File: config.mk
export PLATFORM = sky130hd
export DESIGN_NAME = score_keeper_bcd
export DESIGN_NICKNAME = d
export VERILOG_FILES = /design/src/rtl/score_pkg.sv /design/src/rtl/bcd_to_seven_seg.sv /design/src/rtl/score_keeper_bcd.sv
export SDC_FILE = /design/constraint.sdc
export NUM_CORES = 1
export LEC_CHECK = 0
export BUFFER_PORTS_ARGS = -buffer_cell sky130_fd_sc_hd__buf_2
export CAP_MARGIN = 5
export CORE_MARGIN = 2
export CORE_UTILIZATION = 55
export CTS_BUF_LIST = sky130_fd_sc_hd__clkbuf_8 sky130_fd_sc_hd__clkbuf_16
export DETAILED_ROUTE_END_ITERATION = 12
export GPL_ROUTABILITY_DRIVEN = 0
export HOLD_SLACK_MARGIN = 0.15
export MAX_ROUTING_LAYER = met4
export PLACE_DENSITY_LB_ADDON = 0.3
export SYNTH_ARGS = -nofsm -noshare
export SYNTH_HDL_FRONTEND = slang
export SYNTH_SLANG_ARGS = --single-unit
export TNS_END_PERCENT = 50
File: constraint.sdc
create_clock -name clk -period 3.95 [get_ports clk]
set_clock_uncertainty 0.2 [all_clocks]
set_input_delay 0.1975 -clock clk [delete_from_list [all_inputs] [get_ports clk]]
set_output_delay 0.1975 -clock clk [all_outputs]
set_load 0.03 [all_outputs]
File: src/rtl/score_pkg.sv
// Shared constants for the BCD score keeper: FSM encoding, segment patterns, digit width.
package score_pkg;

    typedef enum logic [1:0] {
        StIdle = 2'd0,
        StAdd  = 2'd1,
        StDone = 2'd2
    } state_t;

    localparam int unsigned BCD_W     = 4;
    localparam logic [7:0]  SEG_BLANK = 8'hFF;
    localparam logic [7:0]  SEG_ZERO  = 8'hC0;

endpackage

File: src/rtl/bcd_to_seven_seg.sv
// One BCD digit to an active-low seven-segment byte {dp,g,f,e,d,c,b,a}; dp always off.
module bcd_to_seven_seg
    import score_pkg::*;
(
    input  logic [BCD_W-1:0] bcd,
    output logic [7:0]       seg
);

    always_comb begin
        seg = SEG_BLANK;
        unique case (bcd)
            4'd0:    seg = SEG_ZERO;
            4'd1:    seg = 8'hF9;
            4'd2:    seg = 8'hA4;
            4'd3:    seg = 8'hB0;
            4'd4:    seg = 8'h99;
            4'd5:    seg = 8'h92;
            4'd6:    seg = 8'h82;
            4'd7:    seg = 8'hF8;
            4'd8:    seg = 8'h80;
            4'd9:    seg = 8'h90;
            default: seg = SEG_BLANK;
        endcase
    end

endmodule

File: src/rtl/score_keeper_bcd.sv
// Serial BCD score accumulator (one digit per cycle) with seven-segment outputs.
// Define SCORE_HIGH_SCORE_EN to add the high-score register and hi_seven_data output.
module score_keeper_bcd
    import score_pkg::*;
#(
    parameter int unsigned DIGITS = 3
) (
    input  logic                  clk,
    input  logic                  rst,
    input  logic                  UPD,
    input  logic [3:0]            N,
    input  logic                  CLR,
    output logic                  Done,
    output logic                  busy,
    output logic                  sat,
`ifdef SCORE_HIGH_SCORE_EN
    output logic [8*DIGITS-1:0]   hi_seven_data,
`endif
    output logic [8*DIGITS-1:0]   seven_data
);

    localparam int unsigned          SW        = DIGITS * BCD_W;
    localparam int unsigned          IDX_W     = (DIGITS > 1) ? $clog2(DIGITS) : 1;
    localparam logic [IDX_W-1:0]     IDX_LAST  = IDX_W'(DIGITS - 1);
    localparam logic [SW-1:0]        ALL_NINES = {DIGITS{4'h9}};

    state_t           state_q, state_d;
    logic [SW-1:0]    score_q, score_d;
    logic [SW-1:0]    work_q, work_d;
    logic [4:0]       carry_q, carry_d;
    logic [IDX_W-1:0] idx_q, idx_d;
    logic             sat_q, sat_d;

    logic [BCD_W-1:0] digit_cur;
    logic [4:0]       sum, sum_mod, carry_new;
    logic [SW-1:0]    work_upd;

    // Units digit can see carry up to 15, so the sum needs five bits.
    always_comb begin
        digit_cur = work_q[idx_q*BCD_W +: BCD_W];
        sum       = {1'b0, digit_cur} + carry_q;
        sum_mod   = sum % 5'd10;
        carry_new = sum / 5'd10;
        work_upd  = work_q;
        work_upd[idx_q*BCD_W +: BCD_W] = sum_mod[3:0];
    end

    always_comb begin
        state_d = state_q;
        score_d = score_q;
        work_d  = work_q;
        carry_d = carry_q;
        idx_d   = idx_q;
        sat_d   = sat_q;
        if (CLR) begin
            state_d = StIdle;
            score_d = '0;
            work_d  = '0;
            carry_d = '0;
            idx_d   = '0;
            sat_d   = 1'b0;
        end else begin
            unique case (state_q)
                StIdle: begin
                    if (UPD) begin
                        state_d = StAdd;
                        carry_d = {1'b0, N};
                        work_d  = score_q;
                        idx_d   = '0;
                    end
                end
                StAdd: begin
                    work_d  = work_upd;
                    carry_d = carry_new;
                    idx_d   = idx_q + 1'b1;
                    if (idx_q == IDX_LAST) begin
                        state_d = StDone;
                        // Overflow past the top digit clamps to all nines.
                        if (carry_new != 5'd0) begin
                            work_d  = ALL_NINES;
                            score_d = ALL_NINES;
                            sat_d   = 1'b1;
                        end else begin
                            score_d = work_upd;
                        end
                    end
                end
                StDone:  state_d = StIdle;
                default: state_d = StIdle;
            endcase
        end
    end

    always_ff @(posedge clk or posedge rst) begin
        if (rst) begin
            state_q <= StIdle;
            score_q <= '0;
            work_q  <= '0;
            carry_q <= '0;
            idx_q   <= '0;
            sat_q   <= 1'b0;
        end else begin
            state_q <= state_d;
            score_q <= score_d;
            work_q  <= work_d;
            carry_q <= carry_d;
            idx_q   <= idx_d;
            sat_q   <= sat_d;
        end
    end

    assign Done = (state_q == StDone);
    assign busy = (state_q != StIdle);
    assign sat  = sat_q;

`ifdef SCORE_HIGH_SCORE_EN
    logic [SW-1:0] hi_score_q;

    // Packed BCD orders the same as binary, so a plain compare is valid.
    always_ff @(posedge clk or posedge rst) begin
        if (rst) begin
            hi_score_q <= '0;
        end else if (CLR && (score_q > hi_score_q)) begin
            hi_score_q <= score_q;
        end
    end
`endif

    for (genvar i = 0; i < DIGITS; i++) begin : g_digit
        bcd_to_seven_seg u_seg (
            .bcd (score_q[i*BCD_W +: BCD_W]),
            .seg (seven_data[i*8 +: 8])
        );
`ifdef SCORE_HIGH_SCORE_EN
        bcd_to_seven_seg u_hi_seg (
            .bcd (hi_score_q[i*BCD_W +: BCD_W]),
            .seg (hi_seven_data[i*8 +: 8])
        );
`endif
    end

endmodule

==> results of run 1 <==
[metal layers]
| metal | vias up | global-route usage, % | part of all wire [%] |
|---|---|---|---|
| met3 | 27 | 5.890 | 8.2 |
| met4 | 0 | 11.90 | 3.7 |
| li1 | 1333 | - | - |
| met5 | - | - | 0 |
| met1 | 1249 | 39.51 | 44 |
| met2 | 137 | 44.25 | 45 |
[power groups by stage]
stage / clock network (mW) / registers (mW) / logic [mW]
after floorplan: 0 / 0.359 / 0.134
after global placement: 0 / 0.362 / 0.172
after detailed placement: 0 / 0.362 / 0.173
after CTS: 0.331 / 0.356 / 0.180
after global routing: 0.349 / 0.358 / 0.203
final: 0.326 / 0.357 / 0.186
[placed cells by master (no fill, tap or decap), types with 2 or more instances in the layout]
master,n
sky130_fd_sc_hd__conb_1,3
sky130_fd_sc_hd__clkbuf_8,6
sky130_fd_sc_hd__nand3_1,6
sky130_fd_sc_hd__o21ai_0,35
sky130_fd_sc_hd__a22oi_1,12
sky130_fd_sc_hd__nand2_1,48
sky130_fd_sc_hd__o21a_1,2
sky130_fd_sc_hd__o22a_1,2
sky130_fd_sc_hd__o22ai_1,11
sky130_fd_sc_hd__mux2i_1,5
sky130_fd_sc_hd__and2_1,3
sky130_fd_sc_hd__a31oi_1,6
sky130_fd_sc_hd__a21oi_1,20
sky130_fd_sc_hd__a221oi_1,5
sky130_fd_sc_hd__o21ai_1,6
sky130_fd_sc_hd__nor2b_1,6
sky130_fd_sc_hd__ha_1,24
sky130_fd_sc_hd__a211oi_1,4
sky130_fd_sc_hd__buf_2,31
sky130_fd_sc_hd__a31o_2,3
sky130_fd_sc_hd__nor2_1,30
sky130_fd_sc_hd__and3_1,5
sky130_fd_sc_hd__inv_1,27
sky130_fd_sc_hd__a221o_1,3
sky130_fd_sc_hd__dlygate4sd3_1,7
sky130_fd_sc_hd__dfrtp_1,33
sky130_fd_sc_hd__nor3b_1,4
sky130_fd_sc_hd__nor3_1,7
sky130_fd_sc_hd__or2_2,6
sky130_fd_sc_hd__buf_4,5
[tightest hold or removal path, delay by kind of cell, from the launching register on]
| family | cells | cell delay, ns |
|---|---|---|
| DFF | 1 | 0.35 |
| and+or+nand+nor | 2 | 0.12 |
[cell type report]
cell class / count / share of cell area [%]
multi-input combinational: 278 / 55.98
tap: 67 / 2.662
sequential: 33 / 26.22
clock buffer: 6 / 2.622
timing repair buffer: 43 / 8.343
inverter: 26 / 3.099
clock inverter: 2 / 1.073
[registers in the layout, indices dropped and copies added (netlist names)]
register / cells
state_q: 2
sat: 1
work_q: 12
carry_q: 4
idx_q: 2
score_q: 12
[path summary, 6_finish.rpt]
check	startpoint	to	slack (ns)	cells after the start
max	idx_q[1]	score_q[10]	0.40	12
max in group asynchronous	rst	work_q[0]	2.90	4
max reg2reg	idx_q[1]	score_q[10]	0.40	12
min in group asynchronous	rst	score_q[11]	0.34	4
min	carry_q[2]	carry_q[2]	0.30	2
min reg2reg	carry_q[2]	carry_q[2]	0.30	2
[timing repair]
item / in CTS / in global routing
buffers inserted: 0 / 0
hold buffers: 7 / 0
gates resized for setup: 0 / 1
endpoints found under the hold margin: 39 / 0
setup endpoints to repair: 0 / 1
[stage by stage]
step | area (sq um) | cells
global route | 3149 | 455
detailed placement | 2953 | 440
CTS | 3139 | 455
finish | 3149 | 455
floorplan | 2774 | 357
global placement | 2953 | 440
[cell families after synthesis]
logic type      share of synthesized area, %
compound gates                         28.95
simple gates                           20.31
buf+inv                                7.055
flops                                  29.85
fa+ha+maj                              11.58
mux                                    1.809
other cells                           0.1356
xor+xnor                              0.3167
==> run summary, run 1 <==
* initial antenna violation count: 0
* TritonCTS buffer count: 5
* unique cell type count in the Yosys netlist: 53
* number of top-level pins: 35
* crit path time final: 3.549 ns
* GRT Total Usage: 29.63%
* global-route wire length before repair: 12100 um
* Synth Area per Inst: 7.793 sq um
* DRC violation total after the first TritonRoute iteration: 386
* # Max-Cap Violations: 0
* Horiz. Die Dim: 74.92 um
* top-area cell type share of the netlist area: 29.85%
* via density per instance: 6.035
* cell internal power dissipation: 617.4 uW
* count of fill cells added during filler insertion: 395
* most instantiated cells after synthesis: sky130_fd_sc_hd__nand2_1 (48), sky130_fd_sc_hd__o21ai_0 (35), sky130_fd_sc_hd__dfrtp_1 (33)
* register share of total power: 41.0%
* Max VDD drop: 0.1594 mV
* Ant. Diodes: 0
* DRT antenna net count: 0
* clock sink count: 33
* hold violation total from the final report: 0
* most instantiated library cell after synthesis: sky130_fd_sc_hd__nand2_1
* Max Fanout on Critical Path: 9
* Post-synth ARST share: 100.0%
* CP cell instances: nor2_1, nand2_1, o21ai_0, ha_1, inv_1, fa_1, xor2_1, and2_1, o311ai_4, or2_0, nor3b_1, a221o_1
* net total in the final layout: 420
* top_reg_cell synth: sky130_fd_sc_hd__dfrtp_1
* kind of critical path: flip-flop to flip-flop
* area occupied by multi-input gates: 1763 sq um
* area of the placeable core: 4786 sq um
* HPWL after detailed placement: 5349 um
* switching portion of total power: 28.97%
* net switching power figure: 251.8 uW
* total congestion overflow: 0
* clk_lat worst skew: 0.29 ns
* data required time at the worst endpoint: 3.92 ns
* achievable clock frequency: 281.8 MHz
* Initial Utilization: 57.80%
* Seq/Total Area, Yosys: 29.85%
* CP peak stage delay: 0.51 ns
* Cells after Synth: 355
* maximum number of buffers from clock root to sink: 2
* Rows: 25
* post-layout power: 869.2 uW
* Area growth syn-to-layout: 13.84%
* worst hold slack across all endpoints: 0.2972 ns
* RSZ-0062 raised after global routing: no
* drt pass-1 iters: 6
* Worst Slack Setup Final: 0.4014 ns
* deepest level of the CTS H-tree: 2
* cell with the largest stage delay on the worst path: sky130_fd_sc_hd__dfrtp_1
* final core occ: 65.80%
* clock edge transition at the registers on the reported setup and hold paths: 0.06 ns
* total via count after detailed routing: 2746
* portion of total power attributed to combinational logic: 21.4%
* DRC viols: 0
* total of warnings raised by yosys: 0
* total wire length after detailed routing: 7449 um
* post-synthesis cell area: 2766 sq um
* number of enable flip-flop cells after synthesis: 0
* element type at the critical path start: flip-flop
* die boundary height: 74.92 um
* Routed wire per std cell: 16.37 um
* reported leakage power: 1.441 nW
* buffers and inverters on the worst path: 1
* portion of total power attributed to the clock network: 37.5%
* CP Data Arrival Time: 3.52 ns
* min-delay worst type: flip-flop to flip-flop
* final number of max-transition violations: 0
* # setup viols final: 0
* Max-Slew Margin vs Limit: 42.99%
* final critical-path share of the clock period: 89.84%
* pin count of the biggest net entering global routing: 34
* number of global-route vias before repair: 2445
* CTS tree: done
* Final TNS setup: 0 ns
* Die Outline Area: 5613 sq um
* worst slack at placement: 0.4138 ns
* top cells by area, synth: sky130_fd_sc_hd__dfrtp_1 (30%), sky130_fd_sc_hd__ha_1 (11%), sky130_fd_sc_hd__nand2_1 (6.5%)
* flip-flop and latch area: 825.8 sq um
* synthesis-stage register bit count: 33
* run status: completed
* number of input and output port buffers inserted: 31
* Yosys top cell by area: sky130_fd_sc_hd__dfrtp_1
* endpoint kind of the worst setup timing path: flip-flop
* worst-margin pin slew: 0.8519 ns
* share of layout cells above drive strength 1: 14.69%
* Largest delay share family, worst path: simple AND/OR/NAND/NOR gates
* Clock Root Buffer: sky130_fd_sc_hd__clkbuf_8
* power density cells: 276.0 nW/um^2
(Power assumes the default switching activity.)
==> run 2, diff against run 1 <==
CORE_MARGIN = 5   (was 2)
==> run 2 against run 1 <==
Global-route usage fell by 4.6 points. Die area rose by 17%. Count of clock-buffer cells in the layout did not move. Core utilization fell by 1.2 points. Worst hold slack got worse by 0.0024 ns. Non-clock buffer count fell by 1. Sequential share of layout area rose by 0.32 points. Cell area fell by 1.2%. Critical endpoint is now score_q[6]. Highest routed layer unchanged.
==> run summary, run 2 (same netlist as run 1, synthesis figures left out) <==
* run status: completed
* register share of total power: 44.8%
* number of placed instances, taps included: 439
* final number of max-transition violations: 0
* most frequent CP cell: sky130_fd_sc_hd__inv_1
* total via count after detailed routing: 2748
* cell with the largest stage delay on the worst path: sky130_fd_sc_hd__dfrtp_1
* kind of critical path: flip-flop to flip-flop
* non-filler cells, final: 453
* area of the placeable core: 4817 sq um
* Horiz. Die Dim: 80.92 um
* maximum number of buffers from clock root to sink: 2
* achievable clock frequency: 268.5 MHz
* clk_lat worst skew: 0.29 ns
* global-route wire length before repair: 12450 um
* portion of total power attributed to the clock network: 32.2%
* CTS tree: done
* min-delay worst type: flip-flop to flip-flop
* net total in the final layout: 419
* DRC violation total after the first TritonRoute iteration: 268
* number of top-level pins: 35
* total setup buffers inserted after CTS: 0
* Die Outline Area: 6548 sq um
* clock edge transition at the registers on the reported setup and hold paths: 0.06 ns
* cell internal power dissipation: 549.5 uW
* Max Fanout on Critical Path: 12
* Initial Utilization: 57.43%
* endpoint kind of the worst setup timing path: flip-flop
* total congestion overflow: 0
* Max VDD drop: 0.1653 mV
* number of input and output port buffers inserted: 31
* CP cell instances: inv_1, nor2_1, nand2_1, o21ai_0, ha_1, inv_1, fa_1, xor2_1, and2_1, o311ai_4, or2_0, nor3b_1, a221o_1
* final core occ: 64.60%
* worst-margin pin slew: 0.8914 ns
* largest registers ranked by flip-flop count: score_q x12, work_q x12, carry_q x4
* pin count of the biggest net entering global routing: 34
* power density cells: 256.6 nW/um^2
* RSZ-0062 raised after global routing: no
* buffers and inverters on the worst path: 2
* commonest cells after routing, fill and taps aside: sky130_fd_sc_hd__nand2_1 (48), sky130_fd_sc_hd__o21ai_0 (35), sky130_fd_sc_hd__dfrtp_1 (33)
* Clock Root Buffer: sky130_fd_sc_hd__clkbuf_8
* DRC viols: 0
* switching portion of total power: 31.20%
* hold violation total from the final report: 0
* crit path time final: 3.725 ns
* Final TNS setup: 0 ns
* via density per instance: 6.066
* CP Data Arrival Time: 3.69 ns
* number of global-route vias before repair: 2593
* HPWL after detailed placement: 5494 um
* clock sink count: 33
* Ant. Diodes: 0
* net switching power figure: 249.1 uW
* Area growth syn-to-layout: 12.48%
* Rows: 25
* data required time at the worst endpoint: 3.92 ns
* element type at the critical path start: flip-flop
* share of layout cells above drive strength 1: 14.25%
* reported leakage power: 1.423 nW
* Max-Slew Margin vs Limit: 40.35%
* Worst Slack Setup Final: 0.2252 ns
* die boundary height: 80.92 um
* final critical-path share of the clock period: 94.30%
* count of fill cells added during filler insertion: 454
* TritonCTS buffer count: 5
* # Max-Cap Violations: 0
* Routed wire per std cell: 16.30 um
* most common cell after layout, fill and taps aside: sky130_fd_sc_hd__nand2_1
* portion of total power attributed to combinational logic: 22.9%
* # setup viols final: 0
* deepest level of the CTS H-tree: 2
* GRT Total Usage: 25.05%
* CP peak stage delay: 0.51 ns
* Largest delay share family, worst path: simple AND/OR/NAND/NOR gates
* total wire length after detailed routing: 7386 um
* initial antenna violation count: 0
* DRT antenna net count: 0
* worst slack at placement: 0.2207 ns
* drt pass-1 iters: 5
==> run 2: cell types whose count changed in the layout (fill, tap and decap cells not counted), sizes merged <==
cell    before  now
bufinv       1    0
buf         36   35
==> run 2: cell type report <==
| type | count | area, sq um | share of cell area [%] |
|---|---|---|---|
| tap | 67 | 83.83 | 2.694 |
| inverter | 26 | 97.59 | 3.136 |
| timing repair buffer | 42 | 255.2 | 8.203 |
| multi-input combinational | 278 | 1763 | 56.65 |
| clock inverter | 1 | 3.754 | 0.1206 |
| clock buffer | 6 | 82.58 | 2.654 |
| sequential | 33 | 825.8 | 26.54 |
==> run 2: power groups by stage <==
stage	clock (mW)	combinational (mW)	sequential (mW)
2_1_floorplan	0	0.134	0.359
4_1_cts	0.259	0.178	0.358
6_report	0.258	0.183	0.358
5_1_grt	0.274	0.199	0.359
3_3_place_gp	0	0.170	0.364
3_5_place_dp	0	0.172	0.364
==> run 2: worst reg2reg max path: stages (launching register included) <==
cell                       delay [ns]
sky130_fd_sc_hd__dfrtp_1         0.51
sky130_fd_sc_hd__inv_1           0.18
sky130_fd_sc_hd__nor2_1          0.21
sky130_fd_sc_hd__nand2_1         0.08
sky130_fd_sc_hd__o21ai_0         0.10
sky130_fd_sc_hd__ha_1            0.23
sky130_fd_sc_hd__inv_1           0.06
sky130_fd_sc_hd__fa_1            0.44
sky130_fd_sc_hd__xor2_1          0.23
sky130_fd_sc_hd__and2_1          0.21
sky130_fd_sc_hd__o311ai_4        0.41
sky130_fd_sc_hd__or2_0           0.33
sky130_fd_sc_hd__nor3b_1         0.12
sky130_fd_sc_hd__a221o_1         0.29
==> run 2: path summary, 6_finish.rpt <==
check / from / endpoint / slack (ns) / depth (start not counted)
max in group asynchronous: rst / carry_q[3] / 2.92 / 4
setup / recovery: idx_q[0] / score_q[6] / 0.23 / 13
setup reg to reg: idx_q[0] / score_q[6] / 0.23 / 13
hold / removal: carry_q[3] / carry_q[3] / 0.29 / 2
min in group asynchronous: rst / state_q[0] / 0.33 / 4
hold reg to reg: carry_q[3] / carry_q[3] / 0.29 / 2
==> run 2: stage by stage <==
stage          hold slack (ns)  power, mW  cell area [sq um]
6_report                0.2949     0.7986               3112
5_1_grt                 0.3223     0.8319               3112
3_3_place_gp            0.1069     0.5331               2945
3_5_place_dp            0.1065     0.5355               2945
4_1_cts                 0.2926     0.7943               3102
2_1_floorplan           0.1264     0.4934               2774
==> run 2: timing repair <==
action,4_1_cts,5_1_grt
endpoints found under the setup margin,0,4
gates resized for setup,0,1
endpoints found under the hold margin,39,0
hold buffers,7,0
==> run 2: per-layer routing <==
| metal | vias to the layer above | share of wire (%) | GRT usage, % | routed length [um] |
|---|---|---|---|---|
| met5 | - | 0 | - | 0 |
| met4 | 0 | 2.2 | 6.757 | 166 |
| met3 | 25 | 8.2 | 5.654 | 608 |
| met2 | 122 | 46 | 40.56 | 3398 |
| met1 | 1271 | 44 | 31.66 | 3213 |
| li1 | 1330 | - | - | - |
==> run 3, diff against run 2 <==
CORE_UTILIZATION = 53   (was 55)
clock period = 3.1 ns   (was 3.95 ns; I/O delays follow)
==> run 3 against run 2 <==
Clock power rose by 90%. Flip-flop and latch count did not move. Combinational power rose by 45%. Via count rose by 2.0%. Cell area rose by 7.4%. Sequential power rose by 27%. Register-to-register slack got worse by 0.14 ns. Core utilization rose by 1.3 points. Maximum frequency rose by 24%. Critical endpoint is now work_q[9]. Highest routed layer unchanged. Setup slack got worse by 0.14 ns.
==> run summary, run 3 (same netlist as run 1, synthesis figures left out) <==
* run status: completed
* met3 wire len: 626 um
* die boundary height: 82.25 um
* share of layout cells above drive strength 1: 21.48%
* register share of total power: 37.6%
* HPWL after detailed placement: 5698 um
* hold violation total from the final report: 0
* Horiz. Die Dim: 82.25 um
* clock edge transition at the registers on the reported setup and hold paths: 0.08 ns
* GRT Total Usage: 25.24%
* TritonCTS buffer count: 5
* clk_lat worst skew: 0.29 ns
* final number of max-transition violations: 0
* CP Data Arrival Time: 3.01 ns
* achievable clock frequency: 332.1 MHz
* total via count after detailed routing: 2804
* DRC viols: 0
* final critical-path share of the clock period: 97.14%
* DRC violation total after the first TritonRoute iteration: 320
* routed length on met1: 3366 um
* min-delay worst type: input pin to asynchronous set/reset pin
* # Max-Cap Violations: 0
* RSZ-0062 raised after global routing: yes
* Max Fanout on Critical Path: 9
* capturing point of the worst reg2reg path: work_q[9]
* total congestion overflow: 0
* number of top-level pins: 35
* # setup viols final: 0
* Rows: 26
* portion of total power attributed to combinational logic: 21.9%
* power density cells: 361.9 nW/um^2
* initial antenna violation count: 0
* DRT antenna net count: 0
* number of global-route vias before repair: 2665
* Worst Reg-to-Reg Cells: 12
* most common cell after layout, fill and taps aside: sky130_fd_sc_hd__nand2_1
* Routed wire per std cell: 16.41 um
* instance area at placement: 3062 sq um
* Clock Root Buffer: sky130_fd_sc_hd__clkbuf_8
* worst reg2reg startpoint: idx_q[0]
* cell internal power dissipation: 865.8 uW
* total wire length after detailed routing: 7797 um
* Worst Slack Setup Final: 0.08854 ns
* largest registers ranked by flip-flop count: score_q x12, work_q x12, carry_q x4
* portion of total power attributed to the clock network: 40.5%
* global-route wire length before repair: 12880 um
* deepest level of the CTS H-tree: 2
* switching portion of total power: 28.41%
* crit path time final: 3.011 ns
* worst-margin pin slew: 0.7964 ns
* pin count of the biggest net entering global routing: 34
* kind of critical path: flip-flop to flip-flop
* data required time at the worst endpoint: 3.10 ns
* reported leakage power: 1.529 nW
* Max VDD drop: 0.2354 mV
* drt pass-1 iters: 5
* commonest cells after routing, fill and taps aside: sky130_fd_sc_hd__nand2_1 (48), sky130_fd_sc_hd__o21ai_0 (32), sky130_fd_sc_hd__dfrtp_1 (32)
* element type at the critical path start: flip-flop
* number of input and output port buffers inserted: 31
* Highest Signal Layer: met4
* post-route cell area: 3342 sq um
* endpoint kind of the worst setup timing path: flip-flop
* clock sink count: 33
* area of the placeable core: 5075 sq um
* worst slack at placement: -0.009345 ns
* via density per instance: 5.903
* Area growth syn-to-layout: 20.81%
* Die Outline Area: 6764 sq um
* CTS tree: done
* Max-Slew Margin vs Limit: 46.71%
* Initial Utilization: 54.51%
* maximum number of buffers from clock root to sink: 2
* WL met2: 3638 um
* net total in the final layout: 437
* internal reg-to-reg setup slack: 0.09 ns
* net switching power figure: 343.5 uW
* Ant. Diodes: 0
==> run 3: cell types whose count changed in the layout (fill, tap and decap cells not counted), moves of 2 or more <==
cell and change:
sky130_fd_sc_hd__buf_4 +18, sky130_fd_sc_hd__ha_1 -2, sky130_fd_sc_hd__inv_1 -2, sky130_fd_sc_hd__o21ai_2 +2
sky130_fd_sc_hd__ha_2 +2, sky130_fd_sc_hd__bufinv_16 +2, sky130_fd_sc_hd__o21ai_0 -3
==> run 3: layout make-up <==
class,count,area [sq um]
Multi-Input combinational cell,278,1805
Fill cell,443,1733
Sequential cell,33,827.0
Timing Repair Buffer,60,390.4
Inverter,26,97.59
Tap cell,70,87.58
Clock buffer,5,68.82
Clock inverter,3,65.06
==> run 3: stage by stage <==
| step | cells | hold slack [ns] | util (%) | setup TNS [ns] | power (mW) |
|---|---|---|---|---|---|
| 6_report | 475 | 0.3078 | 65.85 | 0 | 1.209 |
| 5_1_grt | 475 | 0.3254 | 65.85 | -0.05357 | 1.251 |
| 4_1_cts | 473 | 0.3069 | 64.57 | 0 | 1.191 |
| 3_5_place_dp | 457 | 0.06744 | 60.33 | -0.02431 | 0.6995 |
| 3_3_place_gp | 457 | 0.06506 | 60.33 | 0 | 0.6946 |
| 2_1_floorplan | 357 | 0.08390 | - | 0 | 0.6288 |
==> run 3: power groups by stage <==
stage          sequential (mW)  clock (mW)  combinational, mW
2_1_floorplan            0.458           0              0.171
3_3_place_gp             0.461           0              0.234
3_5_place_dp             0.462           0              0.238
4_1_cts                  0.453       0.492              0.246
5_1_grt                  0.456       0.507              0.289
6_report                 0.454       0.490              0.265
==> run 3: layer usage <==
layer | GRT usage, % | up-vias
met2 | 38.62 | 131
li1 | - | 1358
met5 | - | -
met3 | 4.664 | 19
met4 | 9.468 | 0
met1 | 33.27 | 1296
==> run 3: worst max-delay path by stage <==
stage          depth (start not counted)      from  slack [ns]     endpoint
2_1_floorplan                         14  idx_q[1]        0.02   score_q[6]
3_3_place_gp                          13  idx_q[0]        0.06  score_q[10]
3_5_place_dp                          12  idx_q[1]      -0.009    work_q[9]
4_1_cts                               12  idx_q[1]       0.008    work_q[9]
5_1_grt                               14  idx_q[0]       -0.04    work_q[1]
6_report                              12  idx_q[0]        0.09    work_q[9]
==> run 3: timing repair <==
item	in CTS	in global routing
pin swaps	1	5
buffers inserted	1	2
hold buffers	7	0
resized for setup	2	16
setup endpoints to repair	6	22
hold endpoints to repair	39	0
==> run 3: worst max-delay path, stage by stage, from the launching register on <==
cell and delay, ns:
sky130_fd_sc_hd__dfrtp_1 0.42, sky130_fd_sc_hd__buf_4 0.18, sky130_fd_sc_hd__nand2_1 0.08, sky130_fd_sc_hd__o22a_1 0.18, sky130_fd_sc_hd__inv_1 0.06, sky130_fd_sc_hd__ha_1 0.28, sky130_fd_sc_hd__a211oi_2 0.27, sky130_fd_sc_hd__nor2_1 0.15
sky130_fd_sc_hd__buf_4 0.18, sky130_fd_sc_hd__or4_4 0.52, sky130_fd_sc_hd__o211ai_4 0.10, sky130_fd_sc_hd__nor3_1 0.08, sky130_fd_sc_hd__a211oi_1 0.23
